## src/rtl/bf16_mul_pkg.sv

```systemverilog
// Shared BF16 types and helpers for the multiplier issue front-end.
// Optional flush-to-zero of subnormal operands is selected with BF16_MUL_ISSUE_FTZ_EN.
package bf16_mul_pkg;

    typedef struct packed {
        logic       sign;
        logic [7:0] exp;
        logic [6:0] man;
    } bf16_t;

    localparam bf16_t BF16_ZERO     = '{sign: 1'b0, exp: 8'h00, man: 7'h00};
    localparam bf16_t BF16_NEG_ZERO = '{sign: 1'b1, exp: 8'h00, man: 7'h00};

    function automatic logic is_subnormal(input bf16_t v);
        return (v.exp == 8'h00) && (v.man != 7'h00);
    endfunction

    // Replace a subnormal by a zero carrying the same sign.
    function automatic bf16_t flush_subnormal(input bf16_t v);
        if (is_subnormal(v)) begin
            return v.sign ? BF16_NEG_ZERO : BF16_ZERO;
        end
        return v;
    endfunction

endpackage

```

## src/rtl/bf16_stream_fifo.sv

```systemverilog
// Small register-array FIFO for one BF16 operand stream: valid/ready push,
// pop/empty read side with the head visible the cycle after it is written.
module bf16_stream_fifo
    import bf16_mul_pkg::*;
#(
    parameter  int DEPTH = 4,
    localparam int LVL_W = $clog2(DEPTH) + 1,
    localparam int PTR_W = $clog2(DEPTH)
) (
    input  logic             clk,
    input  logic             srst,
    input  logic             push_valid,
    output logic             push_ready,
    input  logic [15:0]      push_data,
    input  logic             pop,
    output logic             empty,
    output logic [15:0]      head,
    output logic [LVL_W-1:0] level
);

    logic [15:0]      mem_reg [DEPTH];
    logic [PTR_W-1:0] wr_ptr_reg;
    logic [PTR_W-1:0] rd_ptr_reg;
    logic [LVL_W-1:0] level_reg;
    logic             push_fire;
    logic             pop_fire;

    // Ready depends only on the current level: a full FIFO refuses even when popping.
    assign push_ready = (level_reg != LVL_W'(DEPTH));
    assign empty      = (level_reg == '0);
    assign push_fire  = push_valid & push_ready;
    assign pop_fire   = pop & ~empty;
    assign head       = mem_reg[rd_ptr_reg];
    assign level      = level_reg;

    generate
        for (genvar gi = 0; gi < DEPTH; gi++) begin : g_entry
            always_ff @(posedge clk) begin
                if (push_fire && (wr_ptr_reg == PTR_W'(gi))) begin
                    mem_reg[gi] <= push_data;
                end
            end
        end
    endgenerate

    always_ff @(posedge clk) begin
        if (srst) begin
            wr_ptr_reg <= '0;
            rd_ptr_reg <= '0;
            level_reg  <= '0;
        end else begin
            if (push_fire) begin
                wr_ptr_reg <= wr_ptr_reg + 1'b1;
            end
            if (pop_fire) begin
                rd_ptr_reg <= rd_ptr_reg + 1'b1;
            end
            case ({push_fire, pop_fire})
                2'b10:   level_reg <= level_reg + 1'b1;
                2'b01:   level_reg <= level_reg - 1'b1;
                default: level_reg <= level_reg;
            endcase
        end
    end

endmodule

```

## src/rtl/bf16_mul_issue.sv

```systemverilog
// Operand front-end for a combinational BF16 multiplier: per-stream FIFOs,
// in-order pairing, registered issue and output stages. Macro: BF16_MUL_ISSUE_FTZ_EN.
module bf16_mul_issue
    import bf16_mul_pkg::*;
#(
    parameter  int DEPTH = 4,
    localparam int LVL_W = $clog2(DEPTH) + 1
) (
    input  logic             clk,
    input  logic             rst,
    input  logic             flush,
    input  logic             a_valid,
    output logic             a_ready,
    input  logic [15:0]      a_data,
    input  logic             b_valid,
    output logic             b_ready,
    input  logic [15:0]      b_data,
    output logic [15:0]      mul_a,
    output logic [15:0]      mul_b,
    input  logic [15:0]      mul_result,
    output logic             out_valid,
    input  logic             out_ready,
    output logic [15:0]      out_data,
    output logic [LVL_W-1:0] a_level,
    output logic [LVL_W-1:0] b_level
);

    logic        clear;
    logic        a_empty;
    logic        b_empty;
    logic [15:0] a_head;
    logic [15:0] b_head;
    logic        pair_pop;
    logic        adv_out;
    logic        iss_load;
    bf16_t       op_a;
    bf16_t       op_b;

    logic        iss_valid_reg;
    logic [15:0] mul_a_reg;
    logic [15:0] mul_b_reg;
    logic        out_valid_reg;
    logic [15:0] out_data_reg;

    assign clear = rst | flush;

    bf16_stream_fifo #(.DEPTH(DEPTH)) u_fifo_a (
        .clk        (clk),
        .srst       (clear),
        .push_valid (a_valid),
        .push_ready (a_ready),
        .push_data  (a_data),
        .pop        (pair_pop),
        .empty      (a_empty),
        .head       (a_head),
        .level      (a_level)
    );

    bf16_stream_fifo #(.DEPTH(DEPTH)) u_fifo_b (
        .clk        (clk),
        .srst       (clear),
        .push_valid (b_valid),
        .push_ready (b_ready),
        .push_data  (b_data),
        .pop        (pair_pop),
        .empty      (b_empty),
        .head       (b_head),
        .level      (b_level)
    );

    assign adv_out  = ~out_valid_reg | out_ready;
    assign iss_load = ~iss_valid_reg | adv_out;
    assign pair_pop = ~a_empty & ~b_empty & iss_load;

`ifdef BF16_MUL_ISSUE_FTZ_EN
    assign op_a = flush_subnormal(bf16_t'(a_head));
    assign op_b = flush_subnormal(bf16_t'(b_head));
`else
    assign op_a = bf16_t'(a_head);
    assign op_b = bf16_t'(b_head);
`endif

    always_ff @(posedge clk) begin
        if (clear) begin
            iss_valid_reg <= 1'b0;
            mul_a_reg     <= 16'h0000;
            mul_b_reg     <= 16'h0000;
            out_valid_reg <= 1'b0;
            out_data_reg  <= 16'h0000;
        end else begin
            if (iss_load) begin
                iss_valid_reg <= pair_pop;
                if (pair_pop) begin
                    mul_a_reg <= op_a;
                    mul_b_reg <= op_b;
                end
            end
            // The multiplier has no handshake, so its result is taken the cycle its inputs are issued.
            if (iss_valid_reg && adv_out) begin
                out_valid_reg <= 1'b1;
                out_data_reg  <= mul_result;
            end else if (out_ready) begin
                out_valid_reg <= 1'b0;
            end
        end
    end

    assign mul_a     = mul_a_reg;
    assign mul_b     = mul_b_reg;
    assign out_valid = out_valid_reg;
    assign out_data  = out_data_reg;

endmodule

```

## config.mk

```make
export PLATFORM = sky130hd
export DESIGN_NAME = bf16_mul_issue
export DESIGN_NICKNAME = d
export VERILOG_FILES = /design/src/rtl/bf16_mul_pkg.sv /design/src/rtl/bf16_stream_fifo.sv /design/src/rtl/bf16_mul_issue.sv
export SDC_FILE = /design/constraint.sdc
export NUM_CORES = 1
export LEC_CHECK = 0
export BUFFER_PORTS_ARGS = -buffer_cell sky130_fd_sc_hd__buf_2
export CORE_MARGIN = 5
export CORE_UTILIZATION = 40
export CTS_BUF_LIST = sky130_fd_sc_hd__clkbuf_4
export CTS_CLUSTER_SIZE = 12
export DETAILED_ROUTE_END_ITERATION = 8
export PLACE_DENSITY = 0.69
export REMOVE_ABC_BUFFERS = 1
export SLEW_MARGIN = 20
export SYNTH_ARGS = -nofsm -noshare
export SYNTH_HDL_FRONTEND = slang
export SYNTH_HIERARCHICAL = 1
export SYNTH_SLANG_ARGS = --single-unit
```

## constraint.sdc

```tcl
create_clock -name clk -period 2.9 [get_ports clk]
set_input_delay 0.435 -clock clk [delete_from_list [all_inputs] [get_ports clk]]
set_output_delay 0.435 -clock clk [all_outputs]
set_load 0.02 [all_outputs]
```

# Word level (Yosys, flattened, before mapping)
# Memory sizes are Yosys's and may differ from the RTL's. A register that Yosys moved wholly into a read port is not among the register bits.
# Cells that the tools add are included.
# classes
addsub	8
shifts	0
n_bitwise	13
reduce_logical	23
div	0
multipliers	0
mux	38
order_cmp	0
eq_ne	12
# op_table
op	count
two-way mux 16 bit	6
OR reduction 16 bit	6
two-way mux 1 bit	24
equality test 2 bit (second input constant)	6
two-way mux 2 bit	6
case mux 3 bit (2 select lines)	2
logical AND 1 bit	9
adder 2 x 1 -> 2 bit (second input constant)	4
equality test 2 x 1 -> 1 bit (second input constant)	4
adder 3 x 1 -> 3 bit (second input constant)	2
AND 1 bit	6
zero test 3 bit	2
!= test 3 bit (second input constant)	2
nonzero test 2 bit	3
subtractor 3 x 1 -> 3 bit (second input constant)	2
zero test 2 bit	2
NOT 1 bit	4
bitwise OR 1 bit	3
AND reduction 2 bit	1
# word_totals
register_bits	32
rom_bits	0
inputBits	54
word_cells	105
ramBits	128
latch_bits	0
out_inout_bits	57
memories	2
# mem_list
memory	depth	word_bits	rd	rd_ports_with_merged_regs	write_ports	line_no	source
u_fifo_a.mem_reg	4	16	1	1	1	bf16_stream_fifo.sv:21	logic [15:0] mem_reg [DEPTH];
u_fifo_b.mem_reg	4	16	1	1	1	bf16_stream_fifo.sv:21	

# Longest topological paths before layout
# logic_depth
depth_word	9
ltp_mapped	13
depth_no_buf	11

# By module
# Netlist, hierarchy kept.
# by_module_without_submodules
module	cells_each	seq_area_each_um2	area_per_inst_um2	n_inst
bf16_stream_fifo	138	2102.0	2822.7	2
bf16_mul_issue	230	1001.0	1944.4	1

# Least setup slack after synthesis
# Ideal clock, no wire load.
# synth_timing
path_kind	reg-to-reg
start	register u_fifo_b.level_reg[0], in the netlist u_fifo_b/level[0]
end	register u_fifo_a.level_reg[2], in the netlist u_fifo_a/level[2]
synth_period_minus_slack_ps	2724
path_buffers	2
path_slack_ps	176
arrival_ps	2654
stages_incl_launch_ff	14
path_cell_list	dfxtp_1 -> nor3_1 -> or2_1 -> buf_2 -> buf_2 -> nor2_1 -> o31ai_1 -> inv_1 -> ha_1 -> inv_1 -> fa_1 -> xor2_1 -> or3_1 -> a21oi_1
# synth_between
elab_chain_cells	7
elab_cells_between_ends	9
# synth_rtl
item	line_no	source
start, declared	bf16_stream_fifo.sv:24	logic [LVL_W-1:0] level_reg;
start signal, assigned	bf16_stream_fifo.sv:59	2'b10: level_reg <= level_reg + 1'b1;
start signal, assigned	bf16_stream_fifo.sv:60	2'b01: level_reg <= level_reg - 1'b1;
start signal, assigned	bf16_stream_fifo.sv:61	default: level_reg <= level_reg;
zero test 3 bit (*)	bf16_stream_fifo.sv:30	assign empty = (level_reg == '0);
named net b_empty	bf16_mul_issue.sv:30	logic b_empty;
NOT 1 bit (*)	bf16_mul_issue.sv:73	assign pair_pop = ~a_empty & ~b_empty & iss_load;
AND 1 bit (*) (2 in series)	bf16_mul_issue.sv:73	
named net pair_pop	bf16_mul_issue.sv:33	logic pair_pop;
AND 1 bit (*)	bf16_stream_fifo.sv:32	assign pop_fire = pop & ~empty;
named net u_fifo_a.pop_fire	bf16_stream_fifo.sv:26	logic pop_fire;
equality test 2 x 1 -> 1 bit or equality test 2 bit (tied branches)	bf16_stream_fifo.sv:58	case ({push_fire, pop_fire})
case mux 3 bit (2 select lines) or nonzero test 2 bit (tied branches)	n/a	
end signal, assigned	bf16_stream_fifo.sv:59	
end signal, assigned	bf16_stream_fifo.sv:60	
end signal, assigned	bf16_stream_fifo.sv:61	
end, declared	bf16_stream_fifo.sv:24	
# The timed path passes the listed nets; every way through them passes the cells marked *.
# A chain may end at the register's enable or synchronous reset.

# Worst setup path after layout
# layout_timing
start	register u_fifo_b.level_reg[0], in the netlist u_fifo_b/level[0]
end	register u_fifo_b.level_reg[2], in the netlist u_fifo_b/level[2]
# layout_between
elab_chain_cells	7
elab_cells_between_ends	13
# layout_rtl
item	line_no
zero test 3 bit (*)	bf16_stream_fifo.sv:30
named net b_empty	bf16_mul_issue.sv:30
NOT 1 bit (*)	bf16_mul_issue.sv:73
AND 1 bit (*) (2 in series)	bf16_mul_issue.sv:73
named net pair_pop	bf16_mul_issue.sv:33
AND 1 bit (*)	bf16_stream_fifo.sv:32
named net u_fifo_b.pop_fire	bf16_stream_fifo.sv:26
equality test 2 x 1 -> 1 bit or equality test 2 bit (tied branches)	bf16_stream_fifo.sv:58
case mux 3 bit (2 select lines) or nonzero test 2 bit (tied branches)	n/a
# Marked as above.

==> reports/results.txt <==
Min cycle time layout: 2.591 ns
Syn Area/Cell: 15.00 sq um
Final Net Count: 680
Post-placement cell area: 8300 sq um
Clock group share of total power: 30.4%
Share of flip-flops with an asynchronous set or reset: 0%
Post-CTS setup buffer count: 0
Number of instances in the synthesized netlist: 506
Post-synth EDFFs: 128
Synthesized flop and latch total: 196
Normalized max-slew margin: 37.35%
Prevailing post-synth register cell: edfxtp_1
Wire length of the first global-routing pass: 24.72 mm
Placer's final routability congestion estimate: 0.7360
End of the worst register-to-register path: u_fifo_b/level[2]
Critical path data required time: 3.40 ns
Setup repair after global routing missed its margin: false
Post-CTS Hold Fix Bufs: 0
WHS Endpoint: u_fifo_b/mem_reg[0][10]
Critical Path Sink Type: flop
Period utilisation layout: 89.33%
Reg-to-reg critical path startpoint: u_fifo_b/level[0]
Fmax achieved: 0.3860 GHz
Maximum number of pins on one net before global-route repair: 34
Initial antenna violation count: 4
Leak Pwr: 3.019 nW
Remaining design rule violation count: 0
Final instance area: 8583 sq um
Worst VDD drop: 0.0002107 V
Vias in the first global route: 4732
TritonRoute pass-1 iters: 7
Crit Path Max Fanout: 6
Clock-pin slew reported for the worst setup and hold paths after clock tree synthesis: 0.15 ns
Full die area: 21830 sq um
Outcome: finished clean
Setup Crit Path Kind: reg2reg
Number of setup violations in the final report: 0
Arrival @ worst endpoint: 3.09 ns
IO Pins: 111
Leftover overflow at the end of global routing: 0
Total routed wirelength: 15.51 mm
Worst Hold Path Cells: 1
Max cap viols: 0
Areal power density over the cells: 541.7 nW/um^2
Worst hold-check path type: in2reg
Fraction of final layout cells with drive strength greater than 1: 29.67%
Total global routing track utilization: 14.67%
Count of buffers inserted at the top-level ports: 110
TritonCTS clock tree: done
Number of buffers created by CTS: 17
Switching power of the nets: 1.023 mW
Number of design-rule violations left by the first detailed-router iteration: 227
Worst min-delay path startpoint: b_data[10]
Num rows: 50
Number of warning messages in the yosys log: 6
Reg2Reg Setup Slack: 0.31 ns
Via-to-Cell Ratio: 5.230
Cell area after synthesis: 7590 sq um
Quantity of gates resized following cts: 0
Final hold violations: 0
Sink Count: 196
Horizontal die dimension: 147.7 um
Buffers from clock root to sink, at most: 2
Worst hold slack after final layout: 0.08016 ns
Vias: 4508
Area of the core: 18710 sq um
Transition at the pin with the smallest max-transition slack: 0.9398 ns
Setup crit start: u_fifo_b/level[0]
Total negative slack: 0 ns
Post-DP HPWL: 10.03 mm
Final Max Slew Viols: 0
Routed Antenna Nets: 0
Area grow syn2layout: 13.09%
Yosys cell types: 34
CTS root buffer: clkbuf_4
Sw frac: 22.01%
Portion of the post-synthesis area used by sequential elements: 68.58%
Gate power share: 4.2%
Latest clock arrival within the worst-skew pair: 0.55 ns
Launching element type of the critical path: flop
Depth of the CTS H-tree: 4
Seq pwr share: 65.4%
Worst Reg2Reg Path Length in Cells: 11
Initial core utilization: 40.58%
Final clock skew: 0.01903 ns
Die span in y: 147.7 um
Average wire per standard cell: 17.99 um
Internal power consumption: 3.626 mW
## layout make-up
| cell class | instances | area, sq um |
|---|---|---|
| fillers | 1630 | 10120 |
| flip-flops and latches | 196 | 5205 |
| multi-input cells | 260 | 2091 |
| repair buffers | 124 | 655.6 |
| well taps | 234 | 292.8 |
| clock inverters | 15 | 152.6 |
| clock buffers | 17 | 127.6 |
| inverters | 15 | 56.30 |
| diodes | 1 | 2.502 |
## placed cells by master (no fill, tap or decap), types with 6 or more instances in the layout
cell        n
clkbuf_4   17
mux4_1     12
a21oi_1    56
inv_1      14
nand3_1    48
nor2_1     17
buf_4      14
mux4_2     20
buf_2     110
ha_1       10
dfxtp_1    68
xor2_1      6
and2_1      8
edfxtp_1  128
o21ai_0    41
o21ai_1    11
## power groups by stage
| stage | clock [mW] | combinational (mW) | sequential, mW |
|---|---|---|---|
| after floorplan | 0 | 0.0913 | 3.11 |
| after global placement | 0 | 0.186 | 3.10 |
| after detailed placement | 0 | 0.196 | 3.10 |
| after CTS | 1.48 | 0.197 | 3.04 |
| after global routing | 1.60 | 0.217 | 3.05 |
| final | 1.41 | 0.194 | 3.04 |
## metrics by stage
stage / util [%] / setup slack, ns / total power, mW / instances
detailed placement: 44.37 / 0.3135 / 3.301 / 829
global route: 45.89 / 0.06573 / 4.860 / 862
CTS: 45.87 / 0.2797 / 4.716 / 861
finish: 45.89 / 0.3093 / 4.649 / 862
global placement: 44.37 / 0.4321 / 3.285 / 829
floorplan: - / 0.1164 / 3.198 / 471
## routing by layer
layer / up-vias / global-route usage (%) / wire length [um]
met3: 21 / 5.334 / 1198
met4: 6 / 4.613 / 185
met2: 146 / 24.89 / 7886
met1: 2206 / 17.48 / 6213
met5: - / 0 / 26
li1: 2129 / - / -
## critical path, stage by stage (launching register included)
cell	delay, ns
dfxtp_1	0.47
nor3_1	0.10
or2_1	0.24
nor2_1	0.22
o31ai_1	0.16
inv_1	0.08
ha_1	0.19
inv_1	0.07
fa_1	0.38
xor2_1	0.16
or3_1	0.32
a21oi_1	0.14
## cells in the mapped netlist, types with 2 or more instances
library cell,n,area [sq um]
buf_12,2,40.04
nand3_1,48,240.2
clkbuf_2,3,15.01
and2_1,8,50.05
o31ai_1,2,15.01
dfxtp_1,68,1361
nor2_1,18,67.56
ha_1,10,125.1
edfxtp_1,128,3844
inv_1,14,52.55
buf_2,19,95.09
nand2_1,4,15.01
a21boi_2,2,22.52
buf_6,6,67.56
or3_1,4,25.02
mux4_2,20,450.4
o21ai_0,41,205.2
o21ai_1,11,55.05
fa_1,2,40.04
a21oi_1,56,280.3
mux2_2,2,22.52
xor2_1,6,52.55
mux4_1,12,315.3
clkbuf_1,4,15.01
nand2b_1,5,31.28
mux2i_1,2,20.02
nor3_1,2,10.01
## cells by family (layout without fill, tap and decap cells)
group	after synthesis	count (layout)	share of synthesized area, %
muxes	36	36	10.65
xor gates and xnor gates	6	6	0.6924
and+or+nand+nor	94	94	6.380
buffers and inverters	50	171	3.907
AOI/OAI and AO/OA	112	112	7.616
other	0	1	0
DFF	196	196	68.58
adders and majority gates	12	12	2.176
## worst max-delay path by stage
stage          slack, ns  cells after the start           endpoint
2_1_floorplan       0.12                     11  u_fifo_a/level[2]
3_3_place_gp        0.43                     11  u_fifo_a/level[2]
3_5_place_dp        0.31                     11  u_fifo_b/level[2]
4_1_cts             0.28                     11  u_fifo_b/level[2]
5_1_grt             0.07                     11  u_fifo_a/level[2]
6_report            0.31                     11  u_fifo_b/level[2]
Note: power is estimated with default switching activity, not from simulation.
